`src/rtl/nx_fifo_drain.sv`:
```
// Read-side drain for nx_fifo: pulls show-ahead FIFO entries into a 2-entry
// registered buffer and presents them as a valid/ready stream at 1 beat/clk.
module nx_fifo_drain #(
    parameter int WIDTH     = 128,
    parameter int CNT_WIDTH = 16
) (
    input  logic                 clk,
    input  logic                 rst,
    input  logic                 flush,
    input  logic                 fifo_empty,
    input  logic [WIDTH-1:0]     fifo_rdata,
    output logic                 fifo_ren,
    output logic                 out_valid,
    input  logic                 out_ready,
    output logic [WIDTH-1:0]     out_data,
    output logic [1:0]           occupancy,
    output logic [CNT_WIDTH-1:0] beat_cnt
);

    typedef enum logic [1:0] {
        S0 = 2'd0,
        S1 = 2'd1,
        S2 = 2'd2
    } occ_t;

    localparam logic [CNT_WIDTH-1:0] CNT_ONE = {{(CNT_WIDTH-1){1'b0}}, 1'b1};

    occ_t             state;
    occ_t             state_next;
    logic [WIDTH-1:0] e0;
    logic [WIDTH-1:0] e1;
    logic [WIDTH-1:0] e0_next;
    logic [WIDTH-1:0] e1_next;
    logic             push;
    logic             pop;

    // Request depends only on registered occupancy, never on out_ready.
    assign fifo_ren  = !rst && !flush && !fifo_empty && (state != S2);
    assign out_valid = (state != S0);
    assign out_data  = out_valid ? e0 : '0;
    assign occupancy = state;
    assign push      = fifo_ren;
    assign pop       = out_valid && out_ready && !flush;

    // NOTE: every always_comb output gets a default first so no path leaves it unassigned (no latch).
    always_comb begin
        state_next = state;
        e0_next    = e0;
        e1_next    = e1;
        if (flush) begin
            state_next = S0;
        end else begin
            unique case (state)
                S0: begin
                    if (push) begin
                        e0_next    = fifo_rdata;
                        state_next = S1;
                    end
                end
                S1: begin
                    if (push && pop) begin
                        e0_next = fifo_rdata;
                    end else if (push) begin
                        e1_next    = fifo_rdata;
                        state_next = S2;
                    end else if (pop) begin
                        state_next = S0;
                    end
                end
                S2: begin
                    if (pop) begin
                        e0_next    = e1;
                        state_next = S1;
                    end
                end
                default: state_next = S0;
            endcase
        end
    end

    // NOTE: sequential state uses non-blocking assignments so all registers update from pre-edge values.
    always_ff @(posedge clk) begin
        if (rst) begin
            state <= S0;
        end else begin
            state <= state_next;
        end
    end

    // NOTE: the data entries are not reset; out_data is masked to zero whenever occupancy is 0.
    always_ff @(posedge clk) begin
        e0 <= e0_next;
        e1 <= e1_next;
    end

    always_ff @(posedge clk) begin
        if (rst) begin
            beat_cnt <= '0;
        end else if (pop && (beat_cnt != '1)) begin
            beat_cnt <= beat_cnt + CNT_ONE;
        end
    end

endmodule

```
`config.mk`:
```
export PLATFORM = sky130hd
export DESIGN_NAME = nx_fifo_drain
export DESIGN_NICKNAME = d
export VERILOG_FILES = /design/src/rtl/nx_fifo_drain.sv
export SDC_FILE = /design/constraint.sdc
export NUM_CORES = 1
export LEC_CHECK = 0
export ABC_AREA = 1
export BUFFER_PORTS_ARGS = -buffer_cell sky130_fd_sc_hd__buf_4
export CAP_MARGIN = 20
export CORE_MARGIN = 5
export CORE_UTILIZATION = 35
export DETAILED_ROUTE_END_ITERATION = 10
export GPL_ROUTABILITY_DRIVEN = 0
export PLACE_DENSITY = 0.55
export SYNTH_ARGS = -nofsm -noshare
export SYNTH_HDL_FRONTEND = slang
export SYNTH_SLANG_ARGS = --single-unit
```
`constraint.sdc`:
```
create_clock -name clk -period 19.05 [get_ports clk]
set_input_delay 1.905 -clock clk [delete_from_list [all_inputs] [get_ports clk]]
set_output_delay 1.905 -clock clk [all_outputs]
set_load 0.1 [all_outputs]
```
==> results.md <==
* Drt via density at 4.31
* Clk_lat worst skew at 530 ps
* Detail Route Antenna Nets at 0
* Highest Signal Layer: met4
* Yosys cell types at 29
* Sequential area share after synthesis at 69.8%
* Clock Skews at 10.0 ps
* DRC violations left at 0
* Die area at 36,700 um2
* Crit path max fanout at 85
* Fmax achieved at 203 MHz
* VDD IR-drop max at 0.0624 mV
* MaxCap Viol Count at 0
* Post-Layout Cell Count at 1,852
* Starting DRT DRC Count at 497
* Hpwl dp at 18,200 um
* Initial antenna violation count at 0
* Critical path data arrival time at 3020 ps
* Initial Util at 35.4%
* First-pass GRT wire length at 43,400 um
* Hold_buf cts at 0
* DR WL/cell at 15.0 um
* Cts bufs inserted at 31
* Kind of critical path: reg -> out
* DRT Pass-1 Iters at 4
* Setup TNS at 0 ps
* Core Region at 32,500 um2
* Final Max Slew Viols at 0
* Fill count at 3,176
* H-tree depth at 1
* Io pins at 281
* Worst EP required at 17,140 ps
* Post-synth net total at 1,251
* Final setup viols at 0
* Pwr/cell area at 86.7 nW/um2
* CP Launch Type: flop
* Die Wd at 191 um
* Critical path capture point type: primary output
* Max incr delay on CP at 800 ps
* Met3 Routed Length at 1840 um
* Syn Std Cell Area at 11,500 um2
* Setup Fix Bufs, Post-CTS at 0
* Crit path time final at 4930 ps
* CTS tree: done
* Synthesized area per cell at 10.3 um2
* Worst Tran Pin Value at 1080 ps
* Fin util at 46.0%
* Row count at 66
* Top post-synthesis cells by area: edfxtp_1 67%, nand2_1 14%, nor2_1 4.9%, inv_1 4.7%, dfxtp_1 3.1%
* Post-CTS Resized at 0
* Met2 WL post-DR at 13,100 um
* CP most frequent cell: buf_4
* Root buffer cell: clkbuf_16
* Mapped Cells at 1,117
* Unrepaired setup endpoints after global routing: false
* Post-Place Cells at 1,800
* Vias in the first global route at 8,079
* Largest net degree at the start of global routing at 130
* Pleak at 6.69 nW
* Nets at 1,525
* Clock Path Buffers at 3
* Area Overhead vs Synth at 29.8%
* Final wirelength at 27,700 um
* CP cell instances: nor2_4 -> buf_4 -> nor2_1 -> buf_4
* Hold Violations, Final at 0
* Hold WS at 506 ps
* IO buf count at 280
* Part of the cycle the worst path needs at 25.9%
* Slew headroom at 28.2%
* Layout cells sized above 1 at 26.0%
* Worst path slowest cell: nor2_4
* Met1 WL at 12,100 um
* Worst hold path type: reg -> reg
* GRT Resource Usage Total at 14.6%
* Vias at 7,982
* Die Height at 191 um
* Clock transition at path regs at 60 ps
* Synth area leader: edfxtp_1
* CTS Sinks at 274
* Grt ovf at 0
* Status: finished, final reports clean
* Top-area cell type share of the netlist area at 66.7%
* Synth Register Bits at 274
* # diodes at 0
* Ys Warns at 0
[cell usage after synthesis]
| cell type | n |
|---|---|
| nor2_2 | 4 |
| nand2_2 | 13 |
| nand3_2 | 1 |
| buf_2 | 27 |
| nor2_4 | 2 |
| o211ai_1 | 1 |
| nor2_1 | 150 |
| buf_6 | 1 |
| nand3_4 | 1 |
| nand3_1 | 21 |
| nor2_8 | 1 |
| nand4_1 | 5 |
| buf_4 | 1 |
| a21oi_2 | 9 |
| xnor2_1 | 3 |
| inv_1 | 143 |
| a21oi_1 | 8 |
| nand2_1 | 420 |
| xor2_1 | 4 |
| buf_12 | 1 |
| edfxtp_1 | 256 |
| inv_2 | 3 |
| nand2_4 | 1 |
| nand3b_1 | 1 |
| dfxtp_1 | 18 |
| nor3_1 | 2 |
| ha_1 | 1 |
| clkbuf_1 | 16 |
| o21ai_0 | 3 |
[cells by family after synthesis]
logic type                 Yosys count  synth area share [%]
AOI/OAI and AO/OA                   21                  1.23
xor gates and xnor gates             7                 0.532
adders and majority gates            1                 0.109
buffers and inverters              192                  6.78
DFF                                274                  69.8
and+or+nand+nor                    622                  21.5
[final cells by class]
class	count	area, um2	area share (%)
flip-flops and latches	274	8050	53.8
clock inverters	15	119	0.794
well taps	442	553	3.70
inverters	146	551	3.68
repair buffers	287	2170	14.5
multi-input cells	651	2730	18.2
clock buffers	37	798	5.33
[through the flow]
step	setup slack, ps	area (um2)	total power, W
3_3_place_gp	14290	14000	0.000765
2_1_floorplan	9290	11500	0.000731
5_1_grt	13810	15000	0.00135
3_5_place_dp	14260	14000	0.000767
4_1_cts	13960	15000	0.00132
6_report	14120	15000	0.00130
[critical path, delay by kind of cell, from the launching register on]
family	cells	cell delay, ps
buffers and inverters	2	1030
DFF	1	410
and+or+nand+nor	2	910
[sequential cells by signal, summed over array words and instances, names as in the netlist]
| signal | cells |
|---|---|
| e0 | 128 |
| beat_cnt | 16 |
| e1 | 128 |
| occupancy | 2 |
[layer usage]
layer	global-route usage (%)	up-vias
met2	24.6	215
met4	3.78	0
li1	-	4057
met5	0	-
met3	3.63	38
met1	19.0	3672
[report_power, final]
part	switching (W)	total (W)	internal (W)
clock network	0.000223	0.000544	0.000321
logic	0.0000548	0.0000848	0.0000300
registers	0.00000175	0.000669	0.000667
total	0.000279	0.00130	0.00102
[cells in the final DEF, fill, tap and decap left out, types with 2 or more instances in the layout]
| cell | count |
|---|---|
| nor2_4 | 4 |
| xor2_1 | 4 |
| a21oi_2 | 9 |
| a21oi_1 | 7 |
| inv_2 | 3 |
| nand2_2 | 13 |
| nand4_1 | 5 |
| nand3_1 | 21 |
| xnor2_1 | 3 |
| o21ai_0 | 3 |
| clkbuf_16 | 31 |
| nor3_1 | 2 |
| nor2_1 | 148 |
| nand2_4 | 2 |
| buf_4 | 286 |
| nand2_1 | 419 |
| bufinv_16 | 2 |
| dfxtp_1 | 18 |
| clkinv_2 | 5 |
| clkbuf_1 | 6 |
| clkinv_1 | 7 |
| edfxtp_1 | 256 |
| nor2_2 | 4 |
| inv_1 | 142 |
[path summary, 6_finish.rpt]
| path | startpoint | endpoint | slack (ps) | cells after the start |
|---|---|---|---|---|
| worst max register to register | occupancy[0] | e0[107] | 15410 | 8 |
| worst min register to register | e1[65] | e0[65] | 510 | 2 |
| worst min-delay path | e1[65] | e0[65] | 510 | 2 |
| worst max-delay path | occupancy[1] | out_data[68] | 14120 | 4 |
Note: power is estimated with default switching activity, not from simulation.
